`src/rtl/ram_reader.sv`:
```
// SRAM readback engine: reads num_words words starting at base_addr and streams
// each word MSB first over a valid/ready serial port. Every output is registered.
module ram_reader #(
   parameter int ADDR_W  = 8,
   parameter int DATA_W  = 32,
   parameter int TIMEOUT = 15
) (
   input  logic              clk,
   input  logic              rst,
   input  logic              start,
   input  logic [ADDR_W-1:0] base_addr,
   input  logic [ADDR_W-1:0] num_words,
   output logic              cs_n,
   output logic              we_n,
   output logic [ADDR_W-1:0] address,
   input  logic              ry,
   input  logic [DATA_W-1:0] read_data,
   output logic              P_out,
   output logic              P_valid,
   input  logic              P_ready,
   output logic              busy,
   output logic              read_done,
   output logic              rd_err
);

   localparam int BW = (DATA_W > 1) ? $clog2(DATA_W) : 1;
   localparam int TW = (TIMEOUT > 1) ? $clog2(TIMEOUT + 1) : 1;

   localparam logic [2:0] S_IDLE  = 3'd0;
   localparam logic [2:0] S_REQ   = 3'd1;
   localparam logic [2:0] S_WAIT  = 3'd2;
   localparam logic [2:0] S_SHIFT = 3'd3;
   localparam logic [2:0] S_DONE  = 3'd4;

   logic [2:0]        state_q, state_d;
   logic [ADDR_W-1:0] addr_q, addr_d;
   logic [ADDR_W-1:0] remaining_q, remaining_d;
   logic [DATA_W-1:0] shift_q, shift_d;
   logic [BW-1:0]     bit_cnt_q, bit_cnt_d;
   logic [TW-1:0]     wait_cnt_q, wait_cnt_d;
   logic              cs_n_q, cs_n_d;
   logic              we_n_q;
   logic [ADDR_W-1:0] address_q, address_d;
   logic              p_out_q, p_out_d;
   logic              p_valid_q, p_valid_d;
   logic              busy_q, busy_d;
   logic              read_done_q, read_done_d;
   logic              rd_err_q, rd_err_d;
   logic              xfer;

   assign xfer = p_valid_q && P_ready;

   always_comb begin
      state_d     = state_q;
      addr_d      = addr_q;
      remaining_d = remaining_q;
      shift_d     = shift_q;
      bit_cnt_d   = bit_cnt_q;
      wait_cnt_d  = wait_cnt_q;
      rd_err_d    = rd_err_q;
      case (state_q)
         S_IDLE: begin
            if (start) begin
               if (num_words != '0) begin
                  state_d     = S_REQ;
                  addr_d      = base_addr;
                  remaining_d = num_words;
                  rd_err_d    = 1'b0;
               end else begin
                  state_d = S_DONE;
               end
            end
         end
         S_REQ: begin
            state_d    = S_WAIT;
            wait_cnt_d = '0;
         end
         S_WAIT: begin
            if (ry) begin
               state_d   = S_SHIFT;
               shift_d   = read_data;
               bit_cnt_d = '0;
            end else if (wait_cnt_q == TW'(TIMEOUT - 1)) begin
               state_d  = S_DONE;
               rd_err_d = 1'b1;
            end else begin
               wait_cnt_d = wait_cnt_q + TW'(1);
            end
         end
         S_SHIFT: begin
            if (xfer) begin
               shift_d   = shift_q << 1;
               bit_cnt_d = bit_cnt_q + BW'(1);
               if (bit_cnt_q == BW'(DATA_W - 1)) begin
                  bit_cnt_d   = '0;
                  remaining_d = remaining_q - ADDR_W'(1);
                  if (remaining_q == ADDR_W'(1)) begin
                     state_d = S_DONE;
                  end else begin
                     state_d = S_REQ;
                     addr_d  = addr_q + ADDR_W'(1);
                  end
               end
            end
         end
         S_DONE:  state_d = S_IDLE;
         default: state_d = S_IDLE;
      endcase
   end

   // Port values are derived from the next state so they line up with it;
   // read_done trails DONE by one cycle so the pulse lands as the run closes.
   always_comb begin
      cs_n_d      = !((state_d == S_REQ) || (state_d == S_WAIT));
      address_d   = (state_d == S_REQ) ? addr_d : address_q;
      p_valid_d   = (state_d == S_SHIFT);
      p_out_d     = (state_d == S_SHIFT) ? shift_d[DATA_W-1] : 1'b0;
      busy_d      = (state_d != S_IDLE);
      read_done_d = (state_q == S_DONE);
   end

   always_ff @(posedge clk or negedge rst) begin
      if (!rst) begin
         state_q     <= S_IDLE;
         addr_q      <= '0;
         remaining_q <= '0;
         shift_q     <= '0;
         bit_cnt_q   <= '0;
         wait_cnt_q  <= '0;
         cs_n_q      <= 1'b1;
         we_n_q      <= 1'b1;
         address_q   <= '0;
         p_out_q     <= 1'b0;
         p_valid_q   <= 1'b0;
         busy_q      <= 1'b0;
         read_done_q <= 1'b0;
         rd_err_q    <= 1'b0;
      end else begin
         state_q     <= state_d;
         addr_q      <= addr_d;
         remaining_q <= remaining_d;
         shift_q     <= shift_d;
         bit_cnt_q   <= bit_cnt_d;
         wait_cnt_q  <= wait_cnt_d;
         cs_n_q      <= cs_n_d;
         we_n_q      <= 1'b1;
         address_q   <= address_d;
         p_out_q     <= p_out_d;
         p_valid_q   <= p_valid_d;
         busy_q      <= busy_d;
         read_done_q <= read_done_d;
         rd_err_q    <= rd_err_d;
      end
   end

   assign cs_n      = cs_n_q;
   assign we_n      = we_n_q;
   assign address   = address_q;
   assign P_out     = p_out_q;
   assign P_valid   = p_valid_q;
   assign busy      = busy_q;
   assign read_done = read_done_q;
   assign rd_err    = rd_err_q;

endmodule

```
`config.mk`:
```
export PLATFORM = sky130hd
export DESIGN_NAME = ram_reader
export DESIGN_NICKNAME = d
export VERILOG_FILES = /design/src/rtl/ram_reader.sv
export SDC_FILE = /design/constraint.sdc
export NUM_CORES = 1
export LEC_CHECK = 0
export ABC_CLOCK_PERIOD_IN_PS = 2200
export BUFFER_PORTS_ARGS = -buffer_cell sky130_fd_sc_hd__buf_2
export CORE_UTILIZATION = 52
export CTS_BUF_LIST = sky130_fd_sc_hd__clkbuf_2
export CTS_CLUSTER_SIZE = 30
export DETAILED_ROUTE_END_ITERATION = 8
export PLACE_DENSITY_LB_ADDON = 0.3
export SLEW_MARGIN = 15
export SYNTH_ARGS = -nofsm -noshare
export SYNTH_HDL_FRONTEND = slang
export SYNTH_SLANG_ARGS = --single-unit
```
`constraint.sdc`:
```
create_clock -name clk -period 2.2 [get_ports clk]
set_input_delay 0.22 -clock clk [delete_from_list [all_inputs] [get_ports clk]]
set_output_delay 0.22 -clock clk [all_outputs]
set_load 0.01 [all_outputs]
```
==> results_dict.tcl <==
set metrics [dict create \
    outcome "finished with violations" \
    violations "setup timing" \
    p_total_mw 5.83 \
    synth_cell_type_count 57 \
    drc 0 \
    critPathCaptureType "flop" \
    antenna_found_initial 0 \
    hold_depth 3 \
    die_area_sq_um 7460 \
    internal-power_mw 3.43 \
    final_layout_size_suffix_gt1_share_pct 29.2 \
    grt_use_met2_pct 44.8 \
    hold_path_startpoint "num_words[0]" \
    peakVddDrop_mv 0.705 \
    synthCells 386 \
    synthFlopType "dfrtp_1" \
    final_nets 584 \
    cp_data_required_time_ns 2.62 \
    wl_per_cell_microns 15.3 \
    clk_pin_slew_ns 0.23 \
    synthesis.nets 447 \
    drt_wl_total_mm 9.55 \
    min_to "remaining_q[0]" \
    core.rowCount 30 \
    synth_edf_count 0 \
    cts_tree "done" \
    finalSetupViolations 2 \
    fp.coreArea_sq_um 6830 \
    vias 3464 \
    grt_pass1_vias 3428 \
    drtAntennaViolNets 0 \
    cts.sinks 74 \
    mostFrequentLayoutCell "nand2_1" \
    final.setup.worst_slack_ns -0.0493 \
    clock_skew_ns 0.0410 \
    critPathKind "reg -> reg" \
    root_buffer "clkbuf_2" \
    power_density_nw_per_um2 1150 \
    final_max_slew_viol_count 0 \
    r2r_slack_ns -0.05 \
    dp_cells 558 \
    swShare_pct 41.2 \
    final_cells 624 \
    holdWs_ns 0.0577 \
    io_buffers 66 \
    overflow 0 \
    critPathMaxFanout 2 \
    dpl.hpwl_mm 6.06 \
    pwr-share-comb_pct 46.4 \
    startpoint_type "flop" \
    met1_usage_pct 36.4 \
    grt.total_usage_pct 27.4 \
    clk_path_buf_depth 2 \
    p_leak_nw 2.49 \
    die_h_microns 86.4 \
    maxCapViolations 0 \
    rsz0062_at_grt "true" \
    r2r.worst_path.cells 8 \
    ys_async_sr_fraction_pct 100 \
    io_pins 68 \
    antenna_cells 0 \
    seq_area_frac_synth_pct 50.1 \
    drt_iter0_drc 297 \
    clkPwrFrac_pct 13.3 \
    nFillCells 493 \
    p_seq_share_pct 40.2 \
    syn2layout_area_growth_pct 36.7 \
    p_sw_mw 2.41 \
    reg2reg_from "bit_cnt_q[0]" \
    grt.busiest_layer "met2" \
    initial_core_util_pct 54.2 \
    yosysWarnings 0 \
    fmax_mhz 445 \
    grt_max_degree 75 \
    period_minus_slack_ns 2.25 \
    crit_arrival_ns 2.67 \
    worstSkewPairLatency_ns 0.52 \
    cts_buffers 9 \
    hp-class "in -> reg" \
    final_cell_mix "82 x nand2_1, 73 x dfrtp_1, 66 x buf_2, 48 x dlygate4sd3_1" \
    place_congestion 0.824 \
    routed_via_density 5.55 \
    drtPass1Iterations 5 \
    die_w_microns 86.4 \
    netlist_area_sq_um 3700 \
    reg2reg_to "address[6]" \
    grt_first_pass_wirelength_mm 15.9 \
    synth.ff_latch_count 74 \
    htreeDepth 3 \
    use_met3_pct 6.00 \
    syn_area_per_cell_sq_um 9.58 \
    min_period_over_period_pct 102 \
    finalHoldViolations 0 \
]
-- registers in the layout (all words and copies together) (netlist names) --
name and flops:
shift_q 32, addr_q 8, address 8, remaining_q 8, bit_cnt_q 5, wait_cnt_q 4, state_q 3, P_out 1
P_valid 1, busy 1, cs_n 1, rd_err 1, read_done 1
-- how the worst max path moves through the flow --
stage / startpoint / end / slack (ns)
after floorplan: bit_cnt_q[0] / address[6] / 0.004
after global placement: num_words[0] / address[4] / -0.02
after detailed placement: bit_cnt_q[1] / address[3] / -0.08
after CTS: bit_cnt_q[1] / address[3] / 0.009
after global routing: bit_cnt_q[1] / address[6] / -0.11
final: bit_cnt_q[0] / address[6] / -0.05
-- final cells by class --
| cell class | count | area [sq um] | share of cell area (%) |
|---|---|---|---|
| sequential | 74 | 1850 | 36.6 |
| multi-input combinational | 278 | 1820 | 36.0 |
| timing repair buffer | 151 | 1110 | 21.9 |
| tap | 96 | 120 | 2.37 |
| clock inverter | 7 | 76.3 | 1.51 |
| clock buffer | 9 | 45.0 | 0.890 |
| inverter | 9 | 33.8 | 0.668 |
-- what timing repair did --
action                                  in CTS  in global routing
pin swaps                                    5                  8
hold endpoints to repair                   122                  0
hold buffers                                48                  0
buffers inserted                             0                  2
gates cloned                                 0                  0
resized for setup                           12                 13
endpoints found under the setup margin       7                  9
-- per-stage QoR --
step	worst slack, ns	util [%]	setup TNS, ns	instance area (sq um)
floorplan	0.00423	-	0	3700
global placement	-0.0236	63.3	-0.0260	4330
detailed placement	-0.0806	63.3	-0.237	4330
CTS	0.00854	72.9	0	4980
global route	-0.108	74.0	-0.403	5060
finish	-0.0493	74.0	-0.0678	5060
-- layer usage --
metal  wire length, microns  vias up
li1                       -     1663
met1                   4200     1681
met2                   4760      106
met3                    451       14
met4                    148        0
met5                      0        -
-- cell usage after synthesis, drive strengths merged, types with 3 or more instances --
master	number	share of area, %
nand2	82	8.3
dfrtp	73	49
a22oi	34	6.9
o21ai	24	3.2
nor2	20	2.0
clkbuf	15	1.5
a21oi	13	1.9
buf	10	1.7
inv	9	0.91
ha	8	2.7
nor3	8	1.2
and3	7	1.2
mux2	7	2.1
nand3	6	0.81
nor4	6	1.6
nand2b	5	0.85
o211a	4	1.1
or2	4	0.68
a2111o	3	0.91
a31oi	3	0.51
a32oi	3	0.71
nand4	3	0.51
nor3b	3	0.61
or4	3	0.71
-- worst max-delay path, cell delays in order (launching register included) --
cell and delay (ns):
dfrtp_1 0.41, ha_2 0.18, and3_4 0.20, ha_4 0.13
nand3_1 0.08, a211o_1 0.33, o211a_1 0.22, a2111o_1 0.32
mux2_4 0.28
-- kinds of logic (layout without fill, tap and decap cells) --
group	count (synthesis)	in the layout	share of synthesized area, %
and+or+nand+nor	159	159	21.1
DFF	74	74	50.1
other	1	1	0.101
muxes	8	8	2.40
adders and majority gates	8	8	2.71
AOI/OAI and AO/OA	102	102	19.5
buffers and inverters	34	176	4.16
-- power by group through the flow --
stage / logic [mW] / clock network, mW / registers [mW]
floorplan: 1.61 / 0 / 2.31
global placement: 2.41 / 0 / 2.32
detailed placement: 2.49 / 0 / 2.35
CTS: 2.60 / 0.807 / 2.33
global route: 3.00 / 0.860 / 2.42
finish: 2.71 / 0.778 / 2.35
No activity file was read; power rests on OpenSTA's default activity.
